$ cat config.mk
export PLATFORM = sky130hd
export DESIGN_NAME = enc4to2_reg
export DESIGN_NICKNAME = d
export VERILOG_FILES = /design/src/rtl/enc4to2_reg.sv
export SDC_FILE = /design/constraint.sdc
export NUM_CORES = 1
export LEC_CHECK = 0
export ABC_CLOCK_PERIOD_IN_PS = 2850
export CAP_MARGIN = 10
export CORE_AREA = 2 2 39 41
export DETAILED_ROUTE_END_ITERATION = 6
export DIE_AREA = 0 0 41 43
export PLACE_DENSITY = 0.49
export SKIP_LAST_GASP = 1
export SYNTH_ARGS = -nofsm -noshare
export SYNTH_HDL_FRONTEND = slang
export SYNTH_SLANG_ARGS = --single-unit
$ cat constraint.sdc
create_clock -name clk -period 2.85 [get_ports clk]
set_clock_uncertainty 0.15 [all_clocks]
set_input_delay 0.57 -clock clk [delete_from_list [all_inputs] [get_ports clk]]
set_output_delay 0.57 -clock clk [all_outputs]
set_load 0.05 [all_outputs]
$ cat src/rtl/enc4to2_reg.sv
// Registered 4-to-2 encoder with enable, multi-hot flag and valid/ack handshake.
// Define ENC4TO2_REG_RR_EN for round-robin selection instead of highest-index priority.
module enc4to2_reg (
  input  logic       clk,
  input  logic       rst_n,
  input  logic [3:0] in,
  input  logic       en,
  input  logic       ack,
  output logic [1:0] out,
  output logic       valid,
  output logic       multi
);

  // state | meaning
  // IDLE  | no result held, valid=0
  // HOLD  | result held in out/multi until ack, valid=1
  typedef enum logic {IDLE, HOLD} state_t;

  state_t     state_q;
  logic [1:0] out_q;
  logic       multi_q;
  logic [1:0] sel_d;
  logic       multi_d;
  logic       cap;

  assign cap     = en && (in != 4'b0000) && ((state_q == IDLE) || ack);
  assign multi_d = |(in & (in - 4'd1));

`ifdef ENC4TO2_REG_RR_EN
  logic [1:0] last_q;

  // walk from last_q+4 down to last_q+1 so the nearest set bit after last_q wins
  always_comb begin
    sel_d = last_q;
    for (int k = 4; k >= 1; k--) begin
      if (in[last_q + 2'(k)]) sel_d = last_q + 2'(k);
    end
  end
`else
  always_comb begin
    sel_d = 2'b00;
    for (int i = 0; i < 4; i++) begin
      if (in[i]) sel_d = 2'(i);
    end
  end
`endif

  always_ff @(posedge clk or negedge rst_n) begin
    if (!rst_n) begin
      state_q <= IDLE;
      out_q   <= 2'b00;
      multi_q <= 1'b0;
`ifdef ENC4TO2_REG_RR_EN
      last_q  <= 2'b11;
`endif
    end else if (cap) begin
      state_q <= HOLD;
      out_q   <= sel_d;
      multi_q <= multi_d;
`ifdef ENC4TO2_REG_RR_EN
      last_q  <= sel_d;
`endif
    end else if ((state_q == HOLD) && ack) begin
      state_q <= IDLE;
    end
  end

  assign out   = out_q;
  assign multi = multi_q;
  assign valid = (state_q == HOLD);

endmodule

==> results.cfg, run 1 <==
[status]
status = finished, final reports clean

[sta]
clock.fmax_mhz = 471
finalHoldViolations = 0
max_slew_margin_pct = 67.0
setup_viol = 0
layout_min_cycle_time_ns = 2.12
fin_tns_setup_ns = 0
worst_slew_pin_slew_ns = 0.494
rsz0062_at_grt = false
fin_crit_sh_pct = 74.5
slew_violations = 0

[critical_path]
timing.rr.start = valid
crit_chain = clkdlybuf4s50_1
critPathRequiredTime_ns = 2.13
cp_slowest_cell = clkdlybuf4s50_1
cp_top_family = buffers and inverters
cp_max_fo = 3
critPathMaxStageDelay_ns = 0.81
r2r-end = out[0]
criticalPathCategory = reg -> out
r2r_setup_slack_ns = 1.69
cp_data_arrival_time_ns = 1.40
cp-start-kind = register
startpoint = out[0]
worst-path-buf-inv = 1
reg2regPathDepth = 3
crit_path_end_kind = output pin

[global_routing]
antenna_found_initial = 0
grt_pass1_wl_um = 945
overflow = 0
track_usage_pct = 8.23
grt_pass1_vias = 238
grt_start_max_net_pins = 8

[worst_hold_path]
holdPathStages = 1
min_from = out[1]
hold_path_end = out[1]
hold_class = reg -> reg

[clock_network]
cts_resized = 0
clk_latency_ns = 0.23
postCtsSetupRepairBufs = 0
h-tree-depth = 1
cts_buffer_depth = 2
cts_tree = yes
numCtsBuffers = 3
cts.sinks = 4
clockRootBuffer = clkbuf_4
hold_buffers = 0
clkSlewWorstSetupHoldPaths_ns = 0.03

[drt]
drc = 0
vias = 245
drtPass1Iterations = 1
ant_nets = 0
routed_wl_um = 541
viasPerCell = 4.45
drtIter0Drc = 0
wire_per_inst_um = 9.84

[floorplan]
num_rows = 14
die_h_um = 43
start_util_pct = 16.9
io_pins = 12
die_w_um = 41
die-area_um2 = 1760
core_um2 = 1380

[synthesis]
yosys_warnings = 0
yosysTopAreaCell = dfrtp_1
syn-cell-area_um2 = 234
ys_types = 19
synthCells = 25
synth_top_area_share_pct = 42.8
postSynthAreaPerCell_um2 = 9.36
synth_area_leaders = dfrtp_1 43%, a221o_1 4.3%, a32oi_1 3.7%, nor4b_1 3.7%, o221ai_1 3.7%
seq_area_frac_synth_pct = 42.8
synthesis.nets = 33
synth_seq_cells = 4

[placement]
dp_hpwl_um = 443
dpl-instance-area_um2 = 364
finalWeightedCongestion = 0.662
port_buffers = 11
place_inst = 52

[layout]
final_cell_mix = 11 x clkdlybuf4s50_1, 4 x dfrtp_1, 3 x clkbuf_4
layout.cells.most_common = clkdlybuf4s50_1
syn_to_final_growth_pct = 65.2
drive_gt1_share_pct = 7.69
multiInputGateArea_um2 = 126
fin_nets = 49
num_antenna_cells = 0
nFillCells = 146
fin_cells = 55
layout.area.seq_um2 = 100
fin_util_pct = 27.9
final_area_um2 = 387

[job]
drv_cap = 0

[power_and_ir_drop]
powerDensity_nw_per_um2 = 556
p_leak_nw = 0.152
ir_drop_uv = 94.0
report_power, final:
part | switching (W) | internal (W) | total [W]
Sequential | 0.00000506 | 0.0000651 | 0.0000701
Combinational | 0.0000467 | 0.0000314 | 0.0000782
Clock | 0.0000198 | 0.0000469 | 0.0000666
Total | 0.0000716 | 0.000143 | 0.000215
cells in the mapped netlist:
master	instances
o41ai_1	1
nand3b_1	1
nor4b_1	1
nand2_1	2
o221ai_1	1
inv_1	2
a32oi_1	1
dfrtp_1	4
a21oi_1	1
or3_1	1
a221o_1	1
nand2b_1	1
xor2_1	1
nor2_1	2
nor2b_1	1
a31oi_1	1
o2bb2ai_1	1
and2_1	1
nand3_1	1
registers in the layout, indices dropped and copies added, names as in the netlist:
register	cells
multi	1
out	2
valid	1
cell families (layout without fill, tap and decap cells):
kind of cell              Yosys count  in the layout  share of synthesized area, %
xor gates and xnor gates            1              1                          3.74
AOI/OAI and AO/OA                   7              7                          24.1
buffers and inverters               2             16                          3.21
DFF                                 4              4                          42.8
and+or+nand+nor                    11             11                          26.2
stage by stage:
| stage | hold slack, ns | setup slack [ns] | total power, W |
|---|---|---|---|
| floorplan | 0.124 | 1.40 | 0.000115 |
| global placement | 0.333 | 0.915 | 0.000148 |
| detailed placement | 0.334 | 0.893 | 0.000149 |
| CTS | 0.344 | 0.711 | 0.000219 |
| global route | 0.372 | 0.680 | 0.000229 |
| finish | 0.341 | 0.727 | 0.000215 |
how the worst max path moves through the flow:
stage / cells past startpoint / endpoint / slack (ns)
global placement: 4 / multi / 0.92
CTS: 1 / out[0] / 0.71
floorplan: 3 / out[0] / 1.40
global route: 1 / out[0] / 0.68
finish: 1 / out[0] / 0.73
detailed placement: 4 / multi / 0.89
layout make-up:
cell class / instances / share of cell area, %
timing repair buffer: 11 / 28.5
inverter: 2 / 1.94
tap: 16 / 5.18
multi-input combinational: 19 / 32.7
clock buffer: 3 / 5.83
sequential: 4 / 25.9
layer usage:
metal	share of wire, %	wire length [um]	global-route usage, %
met5	0	0	0
met4	0	0	8.00
met3	9.1	49	1.57
met2	43	230	10.6
met1	48	261	10.6
(Power assumes the default switching activity.)
==> inputs of run 2 (changes only) <==
--- a/config.mk
+++ b/config.mk
@@ -5,12 +5,12 @@
 export SDC_FILE = /design/constraint.sdc
 export NUM_CORES = 1
 export LEC_CHECK = 0
-export ABC_CLOCK_PERIOD_IN_PS = 2850
+export ABC_CLOCK_PERIOD_IN_PS = 1800
 export CAP_MARGIN = 10
 export CORE_AREA = 2 2 39 41
 export DETAILED_ROUTE_END_ITERATION = 6
 export DIE_AREA = 0 0 41 43
-export PLACE_DENSITY = 0.49
+export PLACE_DENSITY = 0.5
 export SKIP_LAST_GASP = 1
 export SYNTH_ARGS = -nofsm -noshare
 export SYNTH_HDL_FRONTEND = slang
==> constraint.sdc (replaced) <==
create_clock -name clk -period 1.8 [get_ports clk]
set_clock_uncertainty 0.15 [all_clocks]
set_input_delay 0.36 -clock clk [delete_from_list [all_inputs] [get_ports clk]]
set_output_delay 0.36 -clock clk [all_outputs]
set_load 0.05 [all_outputs]
==> results.cfg, run 2 (synthesized netlist as in run 1, its figures left out) <==
[status]
status = finished, final reports clean

[floorplan]
die_w_um = 41
num_rows = 14
core_um2 = 1380
die-area_um2 = 1760
io_pins = 12
start_util_pct = 16.9
die_h_um = 43

[layout]
largest_reg_flops = 2
final_cell_mix = 7 x clkdlybuf4s50_1, 4 x dfrtp_1, 4 x buf_4, 3 x clkbuf_4
syn_to_final_growth_pct = 61.0
layout.cells.most_common = clkdlybuf4s50_1
num_antenna_cells = 0
fin_util_pct = 27.2
nFillCells = 155
fin_nets = 49
multiInputGateArea_um2 = 126
layout.area.seq_um2 = 100
drive_gt1_share_pct = 17.9

[placement]
dp_hpwl_um = 472
place_ws_ns = 0.0492
finalWeightedCongestion = 0.710
port_buffers = 11

[global_routing]
overflow = 0
grt_pass1_vias = 232
grt_pass1_wl_um = 1060
track_usage_pct = 9.56
grt_start_max_net_pins = 8
antenna_found_initial = 0

[worst_hold_path]
hold_class = in -> async

[power_and_ir_drop]
power_w = 0.000344
ir_drop_uv = 420
switching_share_pct = 35.3
clockPowerShare_pct = 33.2
intPower_w = 0.000223
p_leak_nw = 0.155
p_comb_share_pct = 34.7
powerDensity_nw_per_um2 = 914
seqPwrFrac_pct = 32.1
p_sw_w = 0.000121

[drt]
drtIter0Drc = 5
vias = 241
ant_nets = 0
drtPass1Iterations = 4
viasPerCell = 4.38
wire_per_inst_um = 10.9
drc = 0
routed_wl_um = 599

[critical_path]
cp-start-kind = primary input
critPathMaxStageDelay_ns = 0.49
startpoint = in[1]
critPathRequiredTime_ns = 1.77
cp_max_fo = 6
crit_path_end_kind = register
criticalPathCategory = in -> reg
cp_data_arrival_time_ns = 1.47
cp_slowest_cell = clkdlybuf4s50_1
timing.rr.start = valid
crit_chain = clkdlybuf4s50_1 > or3_1 > a31oi_1 > a21oi_1

[sta]
fin_tns_setup_ns = 0
setup_viol = 0
clock.fmax_mhz = 667
finalHoldViolations = 0
fin_crit_sh_pct = 83.3
max_slew_margin_pct = 80.9
hold_slack_ns = 0.180
final.setup.worst_slack_ns = 0.300
worst_slew_pin_slew_ns = 0.283
slew_violations = 0
layout_min_cycle_time_ns = 1.50
rsz0062_at_grt = false

[clock_network]
cts.sinks = 4
cts_buffer_depth = 2
postCtsSetupRepairBufs = 0
hold_buffers = 0
clk_latency_ns = 0.23
clockRootBuffer = clkbuf_4
cts_tree = yes
h-tree-depth = 1
clkSlewWorstSetupHoldPaths_ns = 0.04
numCtsBuffers = 3
cts_resized = 0

[job]
drv_cap = 0
## run 2: power groups by stage
stage	logic [W]	registers [W]	clock network [W]
after floorplan	0.0000263	0.000155	0
after global placement	0.000120	0.000112	0
after detailed placement	0.000120	0.000112	0
after CTS	0.000121	0.000111	0.000122
after global routing	0.000128	0.000113	0.000126
final	0.000119	0.000110	0.000114
## run 2: through the flow
step | instance area, um2 | std cells
2_1_floorplan | 234 | 25
3_3_place_gp | 354 | 52
3_5_place_dp | 354 | 52
4_1_cts | 377 | 55
5_1_grt | 377 | 55
6_report | 377 | 55
## run 2: worst max-delay path, delay by kind of cell
| family | cells | cell delay (ns) |
|---|---|---|
| compound gates | 2 | 0.24 |
| simple gates | 1 | 0.39 |
| buf+inv | 1 | 0.49 |
## run 2: cell type report
type	instances	area share (%)
clock buffer	3	5.98
timing repair buffer	11	26.6
inverter	2	1.99
multi-input combinational	19	33.6
tap	16	5.32
sequential	4	26.6
## run 2: path summary, 6_finish.rpt
| kind | end | slack [ns] | cells after the start |
|---|---|---|---|
| setup / recovery | multi | 0.30 | 4 |
| hold / removal | multi | 0.18 | 1 |
| hold reg to reg | out[1] | 0.35 | 1 |
| min in group clk | out[1] | 0.35 | 1 |
| setup reg to reg | out[0] | 0.64 | 3 |
| max in group asynchronous | out[0] | 1.14 | 1 |
## run 2: per-layer routing
layer	GRT usage, %	part of all wire (%)
met5	0	0
met2	11.9	51
met3	3.14	5.3
met4	10.0	0.67
met1	11.7	42
